### src/rtl/ifu_fetch_if.sv
// Fetch unit bus: instruction-memory request/response plus the downstream
// instruction hand-off and redirect inputs.
interface ifu_fetch_if;
    logic        imem_req_valid;
    logic        imem_req_ready;
    logic [63:0] imem_req_addr;
    logic        imem_resp_valid;
    logic [31:0] imem_resp_data;
    logic        imem_resp_err;
    logic        inst_valid;
    logic        inst_ready;
    logic [31:0] inst;
    logic [63:0] inst_pc;
    logic        inst_fault;
    logic        redirect_valid;
    logic [63:0] redirect_pc;

    modport master (
        output imem_req_valid, imem_req_addr,
        input  imem_req_ready, imem_resp_valid, imem_resp_data, imem_resp_err,
        output inst_valid, inst, inst_pc, inst_fault,
        input  inst_ready, redirect_valid, redirect_pc
    );

    modport slave (
        input  imem_req_valid, imem_req_addr,
        output imem_req_ready, imem_resp_valid, imem_resp_data, imem_resp_err,
        input  inst_valid, inst, inst_pc, inst_fault,
        output inst_ready, redirect_valid, redirect_pc
    );
endinterface

### src/rtl/ifu_fetch.sv
// Single-outstanding instruction fetch unit: FETCH -> WAIT -> OUT, with
// redirect handling and discard of in-flight responses.
module ifu_fetch #(
    parameter logic [63:0] RESET_PC = 64'h0000_0000_8000_0000
) (
    input  logic        clk,
    input  logic        rst,
    ifu_fetch_if.master bus
);
    typedef enum logic [1:0] {S_FETCH, S_WAIT, S_OUT} state_t;

    state_t      r_state;
    logic [63:0] r_pc;
    logic        r_discard;
    logic        r_inst_valid;
    logic [31:0] r_inst;
    logic [63:0] r_inst_pc;
    logic        r_inst_fault;

    logic        w_aligned;
    logic        w_req_fire;
    logic [63:0] w_pc_inc;

    assign w_aligned  = (r_pc[1:0] == 2'b00);
    assign w_req_fire = (r_state == S_FETCH) && w_aligned && bus.imem_req_ready;
    assign w_pc_inc   = r_pc + 64'd4;

    assign bus.imem_req_valid = (r_state == S_FETCH) && w_aligned;
    assign bus.imem_req_addr  = r_pc;
    assign bus.inst_valid     = r_inst_valid;
    assign bus.inst           = r_inst;
    assign bus.inst_pc        = r_inst_pc;
    assign bus.inst_fault     = r_inst_fault;

    always_ff @(posedge clk or posedge rst) begin
        if (rst) begin
            r_state      <= S_FETCH;
            r_pc         <= RESET_PC;
            r_discard    <= 1'b0;
            r_inst_valid <= 1'b0;
            r_inst       <= 32'h0;
            r_inst_pc    <= 64'h0;
            r_inst_fault <= 1'b0;
        end else begin
            case (r_state)
                S_FETCH: begin
                    if (bus.redirect_valid) begin
                        r_pc <= bus.redirect_pc;
                        // A request accepted on the redirect edge is stale.
                        if (w_req_fire) begin
                            r_state   <= S_WAIT;
                            r_discard <= 1'b1;
                        end
                    end else if (w_aligned) begin
                        if (bus.imem_req_ready) begin
                            r_state <= S_WAIT;
                        end
                    end else begin
                        r_inst       <= 32'h0;
                        r_inst_pc    <= r_pc;
                        r_inst_fault <= 1'b1;
                        r_inst_valid <= 1'b1;
                        r_pc         <= w_pc_inc;
                        r_state      <= S_OUT;
                    end
                end
                S_WAIT: begin
                    if (bus.imem_resp_valid) begin
                        if (bus.redirect_valid || r_discard) begin
                            r_discard <= 1'b0;
                            r_state   <= S_FETCH;
                            if (bus.redirect_valid) begin
                                r_pc <= bus.redirect_pc;
                            end
                        end else begin
                            r_inst       <= bus.imem_resp_err ? 32'h0 : bus.imem_resp_data;
                            r_inst_pc    <= r_pc;
                            r_inst_fault <= bus.imem_resp_err;
                            r_inst_valid <= 1'b1;
                            r_pc         <= w_pc_inc;
                            r_state      <= S_OUT;
                        end
                    end else if (bus.redirect_valid) begin
                        r_discard <= 1'b1;
                        r_pc      <= bus.redirect_pc;
                    end
                end
                S_OUT: begin
                    if (bus.redirect_valid) begin
                        r_pc         <= bus.redirect_pc;
                        r_inst_valid <= 1'b0;
                        r_state      <= S_FETCH;
                    end else if (bus.inst_ready) begin
                        r_inst_valid <= 1'b0;
                        r_state      <= S_FETCH;
                    end
                end
                default: begin
                    r_state <= S_FETCH;
                end
            endcase
        end
    end
endmodule

### src/flat_wrapper.sv
// flat-port wrapper written by rule: the top's interface ports become plain ports
module ifu_fetch_flat 
#(
    parameter logic [63:0] RESET_PC = 64'h0000_0000_8000_0000
)
  (clk, rst, bus_imem_req_valid, bus_imem_req_addr, bus_imem_req_ready, bus_imem_resp_valid, bus_imem_resp_data, bus_imem_resp_err, bus_inst_valid, bus_inst, bus_inst_pc, bus_inst_fault, bus_inst_ready, bus_redirect_valid, bus_redirect_pc);
  ifu_fetch_if bus_i ();
  input  logic clk;
  input  logic rst;
  output wire logic [$bits(bus_i.imem_req_valid)-1:0] bus_imem_req_valid;
  output wire logic [$bits(bus_i.imem_req_addr)-1:0] bus_imem_req_addr;
  input wire logic [$bits(bus_i.imem_req_ready)-1:0] bus_imem_req_ready;
  input wire logic [$bits(bus_i.imem_resp_valid)-1:0] bus_imem_resp_valid;
  input wire logic [$bits(bus_i.imem_resp_data)-1:0] bus_imem_resp_data;
  input wire logic [$bits(bus_i.imem_resp_err)-1:0] bus_imem_resp_err;
  output wire logic [$bits(bus_i.inst_valid)-1:0] bus_inst_valid;
  output wire logic [$bits(bus_i.inst)-1:0] bus_inst;
  output wire logic [$bits(bus_i.inst_pc)-1:0] bus_inst_pc;
  output wire logic [$bits(bus_i.inst_fault)-1:0] bus_inst_fault;
  input wire logic [$bits(bus_i.inst_ready)-1:0] bus_inst_ready;
  input wire logic [$bits(bus_i.redirect_valid)-1:0] bus_redirect_valid;
  input wire logic [$bits(bus_i.redirect_pc)-1:0] bus_redirect_pc;
  assign bus_imem_req_valid = bus_i.imem_req_valid;
  assign bus_imem_req_addr = bus_i.imem_req_addr;
  assign bus_i.imem_req_ready = bus_imem_req_ready;
  assign bus_i.imem_resp_valid = bus_imem_resp_valid;
  assign bus_i.imem_resp_data = bus_imem_resp_data;
  assign bus_i.imem_resp_err = bus_imem_resp_err;
  assign bus_inst_valid = bus_i.inst_valid;
  assign bus_inst = bus_i.inst;
  assign bus_inst_pc = bus_i.inst_pc;
  assign bus_inst_fault = bus_i.inst_fault;
  assign bus_i.inst_ready = bus_inst_ready;
  assign bus_i.redirect_valid = bus_redirect_valid;
  assign bus_i.redirect_pc = bus_redirect_pc;
  ifu_fetch #(.RESET_PC(RESET_PC)) u_core (.clk(clk), .rst(rst), .bus(bus_i));
endmodule
### config.mk
export PLATFORM = sky130hd
export DESIGN_NAME = ifu_fetch_flat
export DESIGN_NICKNAME = d
export VERILOG_FILES = /design/src/rtl/ifu_fetch_if.sv /design/src/rtl/ifu_fetch.sv /design/src/flat_wrapper.sv
export SDC_FILE = /design/constraint.sdc
export NUM_CORES = 1
export LEC_CHECK = 0
export ABC_CLOCK_PERIOD_IN_PS = 10350
export CAP_MARGIN = 20
export CELL_PAD_IN_SITES_DETAIL_PLACEMENT = 1
export CELL_PAD_IN_SITES_GLOBAL_PLACEMENT = 2
export CORE_MARGIN = 2
export CORE_UTILIZATION = 23
export CTS_BUF_LIST = sky130_fd_sc_hd__clkbuf_4 sky130_fd_sc_hd__clkbuf_8 sky130_fd_sc_hd__clkbuf_16
export DETAILED_ROUTE_END_ITERATION = 10
export PLACE_DENSITY = 0.72
export SLEW_MARGIN = 20
export SYNTH_ARGS = -nofsm -noshare
export SYNTH_HDL_FRONTEND = slang
export SYNTH_SLANG_ARGS = --single-unit
### constraint.sdc
create_clock -name clk -period 10.35 [get_ports clk]
set_input_delay 1.5525 -clock clk [delete_from_list [all_inputs] [get_ports clk]]
set_output_delay 1.5525 -clock clk [all_outputs]
set_load 0.05 [all_outputs]
======== After elaboration in Yosys (flattened, before gate mapping) ========
Cells that the tools add are included.
operators by class
  add/sub/neg operators ................... 1
  $mul .................................... 0
  divide/modulo/power cells ............... 0
  magnitude comparators ................... 0
  equality and inequality tests ........... 14
  shifts and indexed selects .............. 0
  multiplexer cells ....................... 42
  bitwise operators ....................... 0
  reduce and logical (&&, ||, !) cells .... 12
operators with widths
  cell                                                   count
  two-way mux 64 bit                                     9
  one-hot mux 64 bit (3 select lines)                    1
  two-way mux 32 bit                                     5
  one-hot mux 64 bit (2 select lines)                    1
  adder 64 x 3 -> 64 bit, second input constant          1
  one-hot mux 32 bit (2 select lines)                    1
  two-way mux 2 bit                                      8
  two-way mux 1 bit                                      13
  inequality test 2 bit, second input constant           5
  AND reduction 5 bit                                    2
  inequality test 3 bit, second input constant           3
  inequality test 3 x 2 -> 1 bit, second input constant  2
  one-hot mux 2 bit (3 select lines)                     1
  AND reduction 6 bit                                    1
  zero test 2 bit                                        2
  inequality test 4 bit, second input constant           1
  one-hot mux 1 bit (2 select lines)                     2
  AND reduction 4 bit                                    1
  one-hot mux 1 bit (3 select lines)                     1
  nonzero test 3 bit                                     1
  == test 2 x 1 -> 1 bit, second input constant          1
  == test 2 bit, second input constant                   1
  logical AND 1 bit                                      2
  inequality test 2 x 1 -> 1 bit, second input constant  1
  other kinds (3)                                        3
word-level totals
  bits in registers ....................... 165
  bits in latches ......................... 0
  RAM bits ................................ 0
  bits in read-only memories .............. 0
  output and inout port bits .............. 163
  memories kept ........................... 0

======== Depth between registers and ports, before layout ========
Gate-level depths: netlist of the first run.
  depth in word-level cells ............... 6
  gate-level depth with buffers ........... 10
  depth with buffers taken out ............ 8

======== Worst setup path before layout of the first run ========
Ideal clock, no wire load.
  path type ............................... input to register
  from .................................... input port bus_redirect_valid
  to ...................................... register u_core.r_pc[62] (netlist: u_core.bus.imem_req_addr[62])
  library setup time ...................... 136 ps
  arrival time ............................ 3,348 ps
  path slack .............................. 6,866 ps
  stages .................................. 6
  path through ............................ or3b_2 -> a21oi_1 -> o31ai_1 -> clkbuf_1 -> a22o_1 -> or3b_2
on the way
  longest elaborated chain between the ends .. 4
  elaborated cells between the ends (all ways) .. 8
  classes of those cells .................. eq/ne: 1; mux: 5; reduce/logical: 2
RTL lines
  what                                                           RTL line            source
  start: declaration                                             flat_wrapper.sv:21  input wire logic [$bits(bus_i.redirect_valid)-1:0] bus_redirect_valid;
  two-way mux 64 bit / logical OR 1 bit (equally long branches)  --
  two-way mux 64 bit                                             ifu_fetch.sv:69     if (bus.redirect_valid || r_discard) begin
  two-way mux 64 bit                                             ifu_fetch.sv:68     if (bus.imem_resp_valid) begin
  one-hot mux 64 bit (3 select lines)                            ifu_fetch.sv:45     case (r_state)
  end signal: assignment                                         ifu_fetch.sv:48     r_pc <= bus.redirect_pc;
  end signal: assignment                                         ifu_fetch.sv:73     r_pc <= bus.redirect_pc;
  end signal: assignment                                         ifu_fetch.sv:80     r_pc <= w_pc_inc;
  end: declaration                                               ifu_fetch.sv:13     logic [63:0] r_pc;
Parallel ways exist; a longest one is shown, timed or not.
A chain may end at the register's enable or synchronous reset.

======== Worst setup path in the final report of the first run ========
  from .................................... input port bus_redirect_valid
  to ...................................... register u_core.r_pc[59] (netlist: u_core.bus.imem_req_addr[59])
The elaborated chain is that of the path after synthesis.

==> results of run 1 <==
Yosys cell counts, types with 3 or more instances:
master,number,area share
sky130_fd_sc_hd__nand2_1,223,0.096
sky130_fd_sc_hd__dfrtp_1,164,0.47
sky130_fd_sc_hd__o21ai_0,94,0.054
sky130_fd_sc_hd__clkbuf_1,67,0.029
sky130_fd_sc_hd__nor2_1,63,0.027
sky130_fd_sc_hd__a21oi_1,49,0.028
sky130_fd_sc_hd__a22o_1,36,0.036
sky130_fd_sc_hd__nor3_1,30,0.017
sky130_fd_sc_hd__nor4_1,25,0.018
sky130_fd_sc_hd__nand3_1,24,0.014
sky130_fd_sc_hd__nand4_1,22,0.016
sky130_fd_sc_hd__a22oi_1,18,0.016
sky130_fd_sc_hd__a31oi_1,18,0.013
sky130_fd_sc_hd__inv_1,18,0.0078
sky130_fd_sc_hd__mux2i_1,17,0.020
sky130_fd_sc_hd__and3_1,10,0.0072
sky130_fd_sc_hd__and4_1,10,0.010
sky130_fd_sc_hd__o22ai_1,10,0.0072
sky130_fd_sc_hd__a221o_1,5,0.0058
sky130_fd_sc_hd__a221oi_1,5,0.0050
sky130_fd_sc_hd__a32oi_1,5,0.0050
sky130_fd_sc_hd__and2_1,5,0.0036
sky130_fd_sc_hd__ha_1,5,0.0072
sky130_fd_sc_hd__a41oi_1,4,0.0040
sky130_fd_sc_hd__nor3b_1,4,0.0035
sky130_fd_sc_hd__o211ai_1,4,0.0035
sky130_fd_sc_hd__or3_1,4,0.0029
sky130_fd_sc_hd__or4_1,4,0.0035
sky130_fd_sc_hd__a211oi_1,3,0.0026
sky130_fd_sc_hd__buf_2,3,0.0017
sky130_fd_sc_hd__o21a_1,3,0.0026
sky130_fd_sc_hd__o2bb2ai_1,3,0.0030
sky130_fd_sc_hd__o31a_1,3,0.0030
kinds of logic (layout without fill, tap and decap cells):
logic type | count (synthesis) | after routing | synth area share
and+or+nand+nor | 443 | 443 | 0.2382
AOI/OAI and AO/OA | 288 | 288 | 0.2168
DFF | 165 | 165 | 0.4754
buffers and inverters | 88 | 333 | 0.03845
muxes | 18 | 18 | 0.02088
adders and majority gates | 5 | 5 | 0.007201
xor gates and xnor gates | 3 | 3 | 0.003025
other | 0 | 1 | 0
state kept, by name, summed over array words and instances, names as in the netlist:
signal,count
u_core.bus.inst_fault,1
u_core.bus.imem_req_addr,64
u_core.bus.inst_pc,64
u_core.bus.inst_valid,1
u_core.r_discard,1
u_core.bus.inst,32
u_core.r_state,2
routing by layer:
metal | vias to the layer above | track usage
li1 | 4147 | -
met1 | 4394 | 0.2553
met2 | 242 | 0.3142
met3 | 33 | 0.05825
met4 | 6 | 0.04734
met5 | - | 0
where the power goes:
part	internal (mW)	total, mW	leakage (nW)	switching, mW
Sequential	0.877	1.19	2.12	0.318
Clock	0.424	0.717	0.309	0.293
Combinational	0.745	2.42	2.74	1.67
Total	2.05	4.33	5.17	2.28
worst reg2reg max path: stages (launching register included):
cell and delay [ns]:
sky130_fd_sc_hd__dfrtp_1 0.41, sky130_fd_sc_hd__inv_1 0.08, sky130_fd_sc_hd__ha_1 0.74, sky130_fd_sc_hd__inv_1 0.44, sky130_fd_sc_hd__nor3_1 0.86, sky130_fd_sc_hd__o21ai_0 0.33
sky130_fd_sc_hd__a31oi_1 0.23, sky130_fd_sc_hd__o21ai_0 0.12, sky130_fd_sc_hd__nor3b_1 0.15
area by class of cell:
cell class / count / area (um2)
fillers: 4355 / 24840
multi-input cells: 757 / 4282
flip-flops and latches: 165 / 4130
repair buffers: 283 / 2791
well taps: 511 / 639.4
clock buffers: 22 / 469.2
clock inverters: 10 / 170.2
inverters: 18 / 75.07
diodes: 1 / 2.502
per-stage QoR:
stage	area, um2	std cells	util	hold WS [ns]	worst slack [ns]
after CTS	12550	1766	0.3357	0.4823	6.177
final	12560	1767	0.3358	0.4754	6.173
after detailed placement	11910	1734	0.3186	0.4636	5.696
after global routing	12560	1766	0.3358	0.5023	5.937
after floorplan	8687	1010	-	0.5339	4.337
after global placement	11910	1734	0.3184	0.4577	5.758
worst paths after layout:
path	from	endpoint	slack (ns)	cells past startpoint
max	bus_redirect_valid	u_core.bus.imem_req_addr[59]	6.17	9
min	u_core.bus.inst_pc[54]	u_core.bus.inst_pc[54]	0.48	2
max reg2reg	u_core.r_state[0]	u_core.bus.imem_req_addr[50]	6.89	8
min reg2reg	u_core.bus.inst_pc[54]	u_core.bus.inst_pc[54]	0.48	2
max in group asynchronous	rst	u_core.bus.imem_req_addr[12]	7.37	3
min in group asynchronous	rst	u_core.bus.inst_pc[54]	1.64	2
==> impl_results.rst, run 1 <==
.. list-table::
   :header-rows: 1

   * - Metric
     - Value
   * - Maximum clock insertion buffer count
     - 2
   * - Largest voltage drop on the vdd net
     - around 0.00022 V
   * - Routed via count divided by cell count
     - 4.993
   * - Setup violations, final
     - 0
   * - Placer's final routability congestion estimate
     - roughly 0.8
   * - Placed wire-length estimate after detailed placement
     - 27.37 mm
   * - Reported max-cap violation count
     - 0
   * - Die area
     - slightly below 40,000 um2
   * - Maximum number of pins on one net before global-route repair
     - 117
   * - Share of flip-flops with an asynchronous set or reset after synthesis
     - 1.000
   * - Max Slew Vio Count
     - 0
   * - RSZ-0062 raised after global routing
     - false
   * - Average detailed-routed wire length per instance
     - roughly 22 um
   * - Family with the most delay on the worst path
     - compound AO/OA/AOI/OAI gates
   * - Highest clock rate
     - between 200 and 250 MHz
   * - Commonest cells after routing, fill and taps aside
     - sky130_fd_sc_hd__clkdlybuf4s50_1 (265), sky130_fd_sc_hd__nand2_1 (223), sky130_fd_sc_hd__dfrtp_1 (164), sky130_fd_sc_hd__o21ai_0 (93), sky130_fd_sc_hd__nor2_1 (61)
   * - Most used flip-flop cell after synthesis
     - sky130_fd_sc_hd__dfrtp_1
   * - Number of synthesized flops with an enable pin
     - 0
   * - Postcts setup bufs
     - 0
   * - Largest stage delay, worst path
     - 0.66 ns
   * - Cts-stage hold buffer count
     - 0
   * - Total clock buffers created by CTS
     - 17
   * - Number of unique standard cell types used by synthesis
     - 69
   * - TritonCTS clock tree
     - done
   * - CTS clock-pin slew for the worst setup and hold paths
     - 0.07 ns
   * - Critical Path, Cell by Cell
     - clkdlybuf4s50_1 -> buf_4 -> or3b_2 -> a21oi_1 -> buf_4 -> nor2_1 -> a21oi_1 -> o21ai_0 -> a221o_1
   * - Transition time at the pin with the least slew margin
     - roughly 0.95 ns
   * - Net count after synthesis
     - 1,118
   * - Post-Synthesis Mean Instance Area
     - around 8.6 um2
   * - Global Route Usage Sum
     - 0.1950
   * - Mapped Area
     - approximately 8700 um2
   * - Clock insertion delay at the later pin of the skew report
     - about 0.45 ns
   * - Routed wl met2
     - around 18 mm
   * - Via count
     - 8,822
   * - Wire length after detailed routing
     - 38.26 mm
   * - Share of layout cells above drive strength 1
     - 0.05896
   * - Final Net Count
     - around 1,400
   * - Die Span X
     - around 200 um
   * - Total negative slack for setup checks
     - 0 ns
   * - Outcome
     - complete, no violations
   * - Initial Util
     - 0.2323
   * - Number of search-and-repair iterations in the first detailed-routing pass
     - 5
   * - Seq/Total Area, Yosys
     - 0.4754
   * - Setup Skew
     - between 0.01 and 0.015 ns
   * - Final Hold Vio Count
     - 0
   * - Y dimension of the die
     - between 150 and 200 um
   * - Area added between synthesis and finish
     - 44.58%
   * - DR iter-0 viols
     - between 300 and 400
   * - Remaining design rule violation count
     - 0
   * - Floorplan core area
     - roughly 37,000 um2
   * - Syn. warnings
     - 0
   * - Quantity of gates resized following cts
     - 0
   * - Crit share post-route
     - 0.4035
   * - Grt total ovfl
     - 0
   * - Post-Syn Instances
     - around 1,000
   * - Antenna Violating Nets Remaining
     - 0
   * - CP max stage cell
     - sky130_fd_sc_hd__a21oi_1
   * - Flip-flop and latch count after synthesis
     - ~170
   * - I/O pin total
     - approximately 270
   * - Number of antenna violations at the first check in global routing
     - 4
   * - Max H-tree Level
     - 4
   * - Crit path time final
     - 4.177 ns
   * - Max Fanout on Critical Path
     - 40
   * - Overall power of the completed layout
     - ~4.3 mW
   * - # clock sinks
     - approximately 170
   * - Number of buffer cells added on primary ports
     - around 270
   * - Highest routed layer
     - met5
   * - First-pass GRT wire length
     - about 58 mm
   * - Class of the tightest hold or removal check
     - reg -> reg
   * - WP data required
     - approximately 11 ns
   * - Reported leakage power
     - 5.172 nW
   * - Power Density
     - roughly 340 nW/um2
   * - CP startpoint kind
     - input port
   * - Buffer cell driving the clock tree root
     - sky130_fd_sc_hd__clkbuf_16
   * - Buffers & Inverters on Critical Path
     - 3
   * - Most common cell after layout, fill and taps aside
     - sky130_fd_sc_hd__clkdlybuf4s50_1
   * - Path type of the worst setup path
     - in -> reg
   * - Number of global-route vias before repair
     - between 9,000 and 10,000
   * - Placement row count
     - 71
   * - Slew Limit Headroom
     - 0.3655
   * - Met3 WL
     - between 2 and 3 mm
   * - Arrival time worst endpoint
     - around 4.5 ns
   * - Length of routed wiring on met1
     - 17.17 mm
   * - Kind of capture point of the worst setup path
     - flip-flop
Note: power is estimated with default switching activity, not from simulation.
==> run 2: changes to the inputs <==
--- a/config.mk
+++ b/config.mk
@@ -5,7 +5,7 @@
 export SDC_FILE = /design/constraint.sdc
 export NUM_CORES = 1
 export LEC_CHECK = 0
-export ABC_CLOCK_PERIOD_IN_PS = 10350
+export ABC_CLOCK_PERIOD_IN_PS = 4100
 export CAP_MARGIN = 20
 export CELL_PAD_IN_SITES_DETAIL_PLACEMENT = 1
 export CELL_PAD_IN_SITES_GLOBAL_PLACEMENT = 2
==> constraint.sdc (replaced) <==
create_clock -name clk -period 4.1 [get_ports clk]
set_input_delay 0.615 -clock clk [delete_from_list [all_inputs] [get_ports clk]]
set_output_delay 0.615 -clock clk [all_outputs]
set_load 0.05 [all_outputs]
==> run 2 against run 1 <==
Net effect: total power grew to 2.5 times the previous value; sequential power grew to 2.5 times the previous value; non-clock buffer count is 14 higher; combinational power grew to 2.6 times the previous value.
==> impl_results.rst, run 2 (same netlist as run 1, synthesis figures left out) <==
.. list-table::
   :header-rows: 1

   * - Metric
     - Value
   * - Placement row count
     - around 70
   * - Global Route Usage Sum
     - 0.2009
   * - Final Hold Vio Count
     - 0
   * - Wire length after detailed routing
     - around 39 mm
   * - Largest voltage drop on the vdd net
     - 0.0004342 V
   * - Clock insertion delay at the later pin of the skew report
     - 0.46 ns
   * - Max Fanout on Critical Path
     - 10
   * - Class of the tightest hold or removal check
     - reg -> reg
   * - Die area
     - between 30,000 and 40,000 um2
   * - Outcome
     - complete, no violations
   * - Quantity of gates resized following cts
     - 0
   * - Number of global-route vias before repair
     - 9,357
   * - Setup Skew
     - ~0.0096 ns
   * - WP data required
     - approximately 4.4 ns
   * - Reported leakage power
     - roughly 5.2 nW
   * - Number of antenna violations at the first check in global routing
     - 4
   * - Final cell count without fillers
     - roughly 1,800
   * - Placed wire-length estimate after detailed placement
     - 28.32 mm
   * - Summed area of non-filler cells in the final layout
     - approximately 13,000 um2
   * - Most common cell after layout, fill and taps aside
     - sky130_fd_sc_hd__clkdlybuf4s50_1
   * - Highest clock rate
     - slightly above 300 MHz
   * - Share of layout cells above drive strength 1
     - 0.06856
   * - Slew Limit Headroom
     - 0.4562
   * - CP startpoint kind
     - flip-flop
   * - Routed via count divided by cell count
     - about 5.1
   * - Buffer cell driving the clock tree root
     - sky130_fd_sc_hd__clkbuf_16
   * - Placer's final routability congestion estimate
     - between 0.8 and 0.9
   * - Max H-tree Level
     - 4
   * - Overall power of the completed layout
     - between 10 and 15 mW
   * - # clock sinks
     - 165
   * - Final Net Count
     - 1,364
   * - Total clock buffers created by CTS
     - 17
   * - Grt total ovfl
     - 0
   * - Arrival time worst endpoint
     - 3.60 ns
   * - Filler Cell Count
     - between 4,000 and 5,000
   * - Maximum number of pins on one net before global-route repair
     - 99
   * - RSZ-0062 raised after global routing
     - false
   * - Path type of the worst setup path
     - reg -> reg
   * - Initial Util
     - 0.2323
   * - Total cell area at the placement stage
     - 12,040 um2
   * - Crit path time final
     - around 3.3 ns
   * - Max Slew Vio Count
     - 0
   * - Antenna Violating Nets Remaining
     - 0
   * - Average detailed-routed wire length per instance
     - 21.93 um
   * - Total negative slack for setup checks
     - 0 ns
   * - Setup violations, final
     - 0
   * - Transition time at the pin with the least slew margin
     - 0.8138 ns
   * - I/O pin total
     - between 200 and 300
   * - Die Span X
     - ~200 um
   * - Via count
     - around 9,000
   * - Power Density
     - just under 900 nW/um2
   * - Kind of capture point of the worst setup path
     - flip-flop
   * - Number of cells in the design after placement
     - 1,748
   * - Maximum clock insertion buffer count
     - 2
   * - Number of buffer cells added on primary ports
     - roughly 270
   * - Crit share post-route
     - 0.7985
   * - Y dimension of the die
     - 198.3 um
   * - First-pass GRT wire length
     - slightly below 60 mm
   * - Floorplan core area
     - around 37,000 um2
   * - TritonCTS clock tree
     - done
   * - Number of search-and-repair iterations in the first detailed-routing pass
     - 4
   * - Commonest cells after routing, fill and taps aside
     - sky130_fd_sc_hd__clkdlybuf4s50_1 (265), sky130_fd_sc_hd__nand2_1 (223), sky130_fd_sc_hd__dfrtp_1 (164), sky130_fd_sc_hd__o21ai_0 (93), sky130_fd_sc_hd__nor2_1 (61)
   * - Reported max-cap violation count
     - 0
   * - Area added between synthesis and finish
     - 45.48%
   * - CTS clock-pin slew for the worst setup and hold paths
     - ~0.070 ns
   * - Postcts setup bufs
     - 0
   * - Sequential cell area
     - 4130 um2
   * - Remaining design rule violation count
     - 0
   * - Cts-stage hold buffer count
     - 0
   * - Area of the multi-input gates
     - 4277 um2
   * - DR iter-0 viols
     - between 400 and 500
## run 2: through the flow
stage                     utilization  hold slack, ns  setup slack [ns]
after CTS                      0.3378          0.4797            0.8664
after global routing           0.3378          0.5024            0.6289
after floorplan                     -          0.5339             1.003
final                          0.3379          0.4756            0.8263
after global placement         0.3218          0.4569            0.8622
after detailed placement       0.3218          0.4616            0.7677
## run 2: routing by layer
metal  up-vias  share of wire  global-route usage
met3        37          0.071             0.05331
met2       282           0.46              0.3175
met4         4          0.019             0.06099
li1       4179              -                   -
met1      4539           0.45              0.2677
met5         -        0.00069                   0
## run 2: worst paths after layout
path	start	end	slack, ns	cells after the start
worst max-delay path	u_core.bus.imem_req_addr[2]	u_core.bus.imem_req_addr[62]	0.83	7
worst min-delay path	u_core.bus.inst_pc[52]	u_core.bus.inst_pc[52]	0.48	2
worst max register to register	u_core.bus.imem_req_addr[2]	u_core.bus.imem_req_addr[62]	0.83	7
worst min register to register	u_core.bus.inst_pc[52]	u_core.bus.inst_pc[52]	0.48	2
max in group asynchronous	rst	u_core.bus.imem_req_addr[20]	2.73	3
min in group asynchronous	rst	u_core.bus.inst_pc[43]	0.50	2
## run 2: final cells by class
cell class,count,share of cell area
Multi-Input combinational cell,757,0.3384
Sequential cell,165,0.3268
Timing Repair Buffer,297,0.2309
Tap cell,511,0.05059
Clock buffer,18,0.03425
Clock inverter,14,0.01307
Inverter,18,0.005643
Antenna cell,2,0.0003960
## run 2: where the power goes
| part | switching (mW) | internal [mW] | total, mW | leakage [nW] |
|---|---|---|---|---|
| Clock | 0.786 | 0.924 | 1.71 | 0.287 |
| Sequential | 0.799 | 2.21 | 3.01 | 2.12 |
| Combinational | 4.28 | 1.95 | 6.23 | 2.81 |
| Total | 5.87 | 5.08 | 11.0 | 5.22 |
## run 2: critical path, cell delays in order (launching register included)
cell                       delay (ns)
sky130_fd_sc_hd__dfrtp_1         0.57
sky130_fd_sc_hd__ha_1            0.32
sky130_fd_sc_hd__nand4_1         0.13
sky130_fd_sc_hd__or4_1           0.57
sky130_fd_sc_hd__nor3_1          0.67
sky130_fd_sc_hd__nand4_1         0.26
sky130_fd_sc_hd__nand3b_1        0.17
sky130_fd_sc_hd__or3b_2          0.44
==> run 3: changes to the inputs <==
--- a/config.mk
+++ b/config.mk
@@ -5,7 +5,7 @@
 export SDC_FILE = /design/constraint.sdc
 export NUM_CORES = 1
 export LEC_CHECK = 0
-export ABC_CLOCK_PERIOD_IN_PS = 4100
+export ABC_CLOCK_PERIOD_IN_PS = 3300
 export CAP_MARGIN = 20
 export CELL_PAD_IN_SITES_DETAIL_PLACEMENT = 1
 export CELL_PAD_IN_SITES_GLOBAL_PLACEMENT = 2
==> constraint.sdc (replaced) <==
create_clock -name clk -period 3.3 [get_ports clk]
set_input_delay 0.495 -clock clk [delete_from_list [all_inputs] [get_ports clk]]
set_output_delay 0.495 -clock clk [all_outputs]
set_load 0.05 [all_outputs]
==> run 3 against run 2 <==
Net effect: clock power is 37% higher; sequential power is 19% higher; critical path depth is 1 lower; sequential share of layout area is 0.94 points lower; cell count is 1.9% higher; clock skew is 0.0036 ns higher; count of clock-buffer cells in the layout stayed put; die area stayed put; worst hold slack worse by 0.0036 ns; first-iteration DRC count is 26% lower; critical path type unchanged; critical endpoint is now u_core.bus.imem_req_addr[63].
==> impl_results.rst, run 3 (same netlist as run 1, synthesis figures left out) <==
.. list-table::
   :header-rows: 1

   * - Metric
     - Value
   * - Outcome
     - complete, no violations
   * - Final Hold Vio Count
     - 0
   * - R2R Path Start
     - u_core.bus.imem_req_addr[2]
   * - Maximum number of pins on one net before global-route repair
     - 70
   * - RSZ-0062 raised after global routing
     - false
   * - Largest stage delay, worst path
     - 0.64 ns
   * - Kind of capture point of the worst setup path
     - flip-flop
   * - Die Span X
     - between 150 and 200 um
   * - Grt total ovfl
     - 0
   * - Critical path depth
     - 6
   * - Postcts setup bufs
     - 0
   * - Worst hold start
     - u_core.bus.inst_pc[31]
   * - Final cell count without fillers
     - about 1,800
   * - Floorplan core area
     - 37,400 um2
   * - Cell depth of the worst flop-to-flop path
     - 6
   * - Path type of the worst setup path
     - reg -> reg
   * - Maximum clock insertion buffer count
     - 2
   * - Antenna Violating Nets Remaining
     - 0
   * - Remaining design rule violation count
     - 0
   * - Initial Util
     - 0.2323
   * - Y dimension of the die
     - 198.3 um
   * - Hold Path Cell Cnt
     - 2
   * - DR iter-0 viols
     - around 360
   * - Placement-stage worst setup slack
     - 0.2255 ns
   * - Number of search-and-repair iterations in the first detailed-routing pass
     - 5
   * - Placed wire-length estimate after detailed placement
     - 29.60 mm
   * - Sequential cell area
     - around 4100 um2
   * - Average detailed-routed wire length per instance
     - between 20 and 25 um
   * - Cts-stage hold buffer count
     - 0
   * - Most common cell after layout, fill and taps aside
     - sky130_fd_sc_hd__clkdlybuf4s50_1
   * - TritonCTS clock tree
     - done
   * - Number of cells in the design after placement
     - about 1,800
   * - Routed via count divided by cell count
     - ~5.0
   * - Endpoint of the most critical setup path
     - u_core.bus.imem_req_addr[63]
   * - Number of buffer cells added on primary ports
     - 265
   * - Slew Limit Headroom
     - 0.4461
   * - Quantity of gates resized following cts
     - 0
   * - Max Slew Vio Count
     - 0
   * - Final critical-path setup slack
     - approximately 0.29 ns
   * - Commonest cells after routing, fill and taps aside
     - sky130_fd_sc_hd__clkdlybuf4s50_1 (265), sky130_fd_sc_hd__nand2_1 (223), sky130_fd_sc_hd__dfrtp_1 (164), sky130_fd_sc_hd__o21ai_0 (93), sky130_fd_sc_hd__buf_4 (62)
   * - I/O pin total
     - roughly 270
   * - CP max stage cell
     - sky130_fd_sc_hd__or4_4
   * - Class of the tightest hold or removal check
     - reg -> reg
   * - Final Net Count
     - ~1,400
   * - CTS clock-pin slew for the worst setup and hold paths
     - 0.07 ns
   * - Clock insertion delay at the later pin of the skew report
     - about 0.45 ns
   * - Final Core Density
     - 0.3480
   * - Largest voltage drop on the vdd net
     - 0.0003863 V
   * - Arrival time worst endpoint
     - roughly 3.4 ns
   * - Placement row count
     - between 70 and 80
   * - Placer's final routability congestion estimate
     - 0.8367
   * - Area added between synthesis and finish
     - 49.81%
   * - Global Route Usage Sum
     - 0.2042
   * - Total negative slack for setup checks
     - 0 ns
   * - Number of antenna violations at the first check in global routing
     - 2
   * - CP startpoint kind
     - flip-flop
   * - Area of the multi-input gates
     - 4282 um2
   * - Share of layout cells above drive strength 1
     - 0.09293
   * - Filler Cell Count
     - 4,321
   * - Hold slack
     - about 0.47 ns
   * - Critical Path, Cell by Cell
     - nand4_2 -> or4_4 -> or3_4 -> or3_4 -> or4_1 -> nand3_1
   * - Buffers & Inverters on Critical Path
     - 0
   * - Reported leakage power
     - around 5.4 nW
   * - Transition time at the pin with the least slew margin
     - 0.8308 ns
   * - Crit share post-route
     - 0.9108
   * - Via count
     - around 9,000
   * - Die area
     - roughly 39,000 um2
   * - Setup Skew
     - roughly 0.013 ns
   * - Reg2reg setup slack
     - 0.29 ns
   * - Family with the most delay on the worst path
     - simple AND/OR/NAND/NOR gates
   * - First-pass GRT wire length
     - between 60 and 70 mm
   * - Wire length after detailed routing
     - around 40 mm
   * - Buffer cell driving the clock tree root
     - sky130_fd_sc_hd__clkbuf_16
   * - Power Density
     - 1083 nW/um2
   * - Total clock buffers created by CTS
     - 17
   * - Max Fanout on Critical Path
     - 13
   * - Max H-tree Level
     - 4
   * - Highest clock rate
     - between 300 and 400 MHz
   * - WP data required
     - between 3 and 4 ns
   * - Crit path time final
     - between 3 and 4 ns
   * - Setup violations, final
     - 0
   * - Number of global-route vias before repair
     - 9,598
   * - # clock sinks
     - around 170
   * - End of the worst register-to-register path
     - u_core.bus.imem_req_addr[63]
   * - Most numerous cell on the critical path
     - sky130_fd_sc_hd__or3_4
   * - Critical path startpoint
     - u_core.bus.imem_req_addr[2]
   * - Reported max-cap violation count
     - 0
==> run 3: worst min path at each step <==
stage / slack [ns] / to
finish: 0.47 / u_core.bus.inst_pc[31]
global route: 0.50 / u_core.bus.inst_pc[28]
CTS: 0.48 / u_core.bus.inst_pc[38]
detailed placement: 0.46 / u_core.bus.inst_pc[38]
global placement: 0.46 / u_core.bus.inst_pc[58]
floorplan: 0.53 / u_core.r_state[1]
==> run 3: worst reg2reg max path, delay by kind of cell (launching register included) <==
family           cells  cell delay [ns]
and+or+nand+nor      6             2.42
DFF                  1             0.54
==> run 3: stage by stage <==
stage                     instance area (um2)  total power, mW
after detailed placement                12340            11.85
after global routing                    13010            14.97
after floorplan                          8691            8.412
after global placement                  12340            11.71
final                                   13010            14.10
after CTS                               13000            14.27
==> run 3: per-layer routing <==
layer,GRT usage,vias up,share of wire
met1,0.2695,4598,0.45
met4,0.05207,0,0.014
li1,-,4238,-
met2,0.3345,241,0.47
met3,0.04871,30,0.064
met5,0,-,0
==> run 3: report_power, final <==
group / switching [mW] / internal [mW] / total, mW
clock network: 0.908 / 1.44 / 2.34
logic: 5.55 / 2.62 / 8.17
registers: 0.832 / 2.75 / 3.58
total: 7.29 / 6.81 / 14.1
==> run 3: final cells by class <==
| type | count | share of cell area |
|---|---|---|
| flip-flops and latches | 165 | 0.3174 |
| diodes | 3 | 0.0005769 |
| clock buffers | 18 | 0.03375 |
| inverters | 18 | 0.005480 |
| well taps | 511 | 0.04913 |
| clock inverters | 12 | 0.01740 |
| repair buffers | 332 | 0.2473 |
| multi-input cells | 757 | 0.3290 |
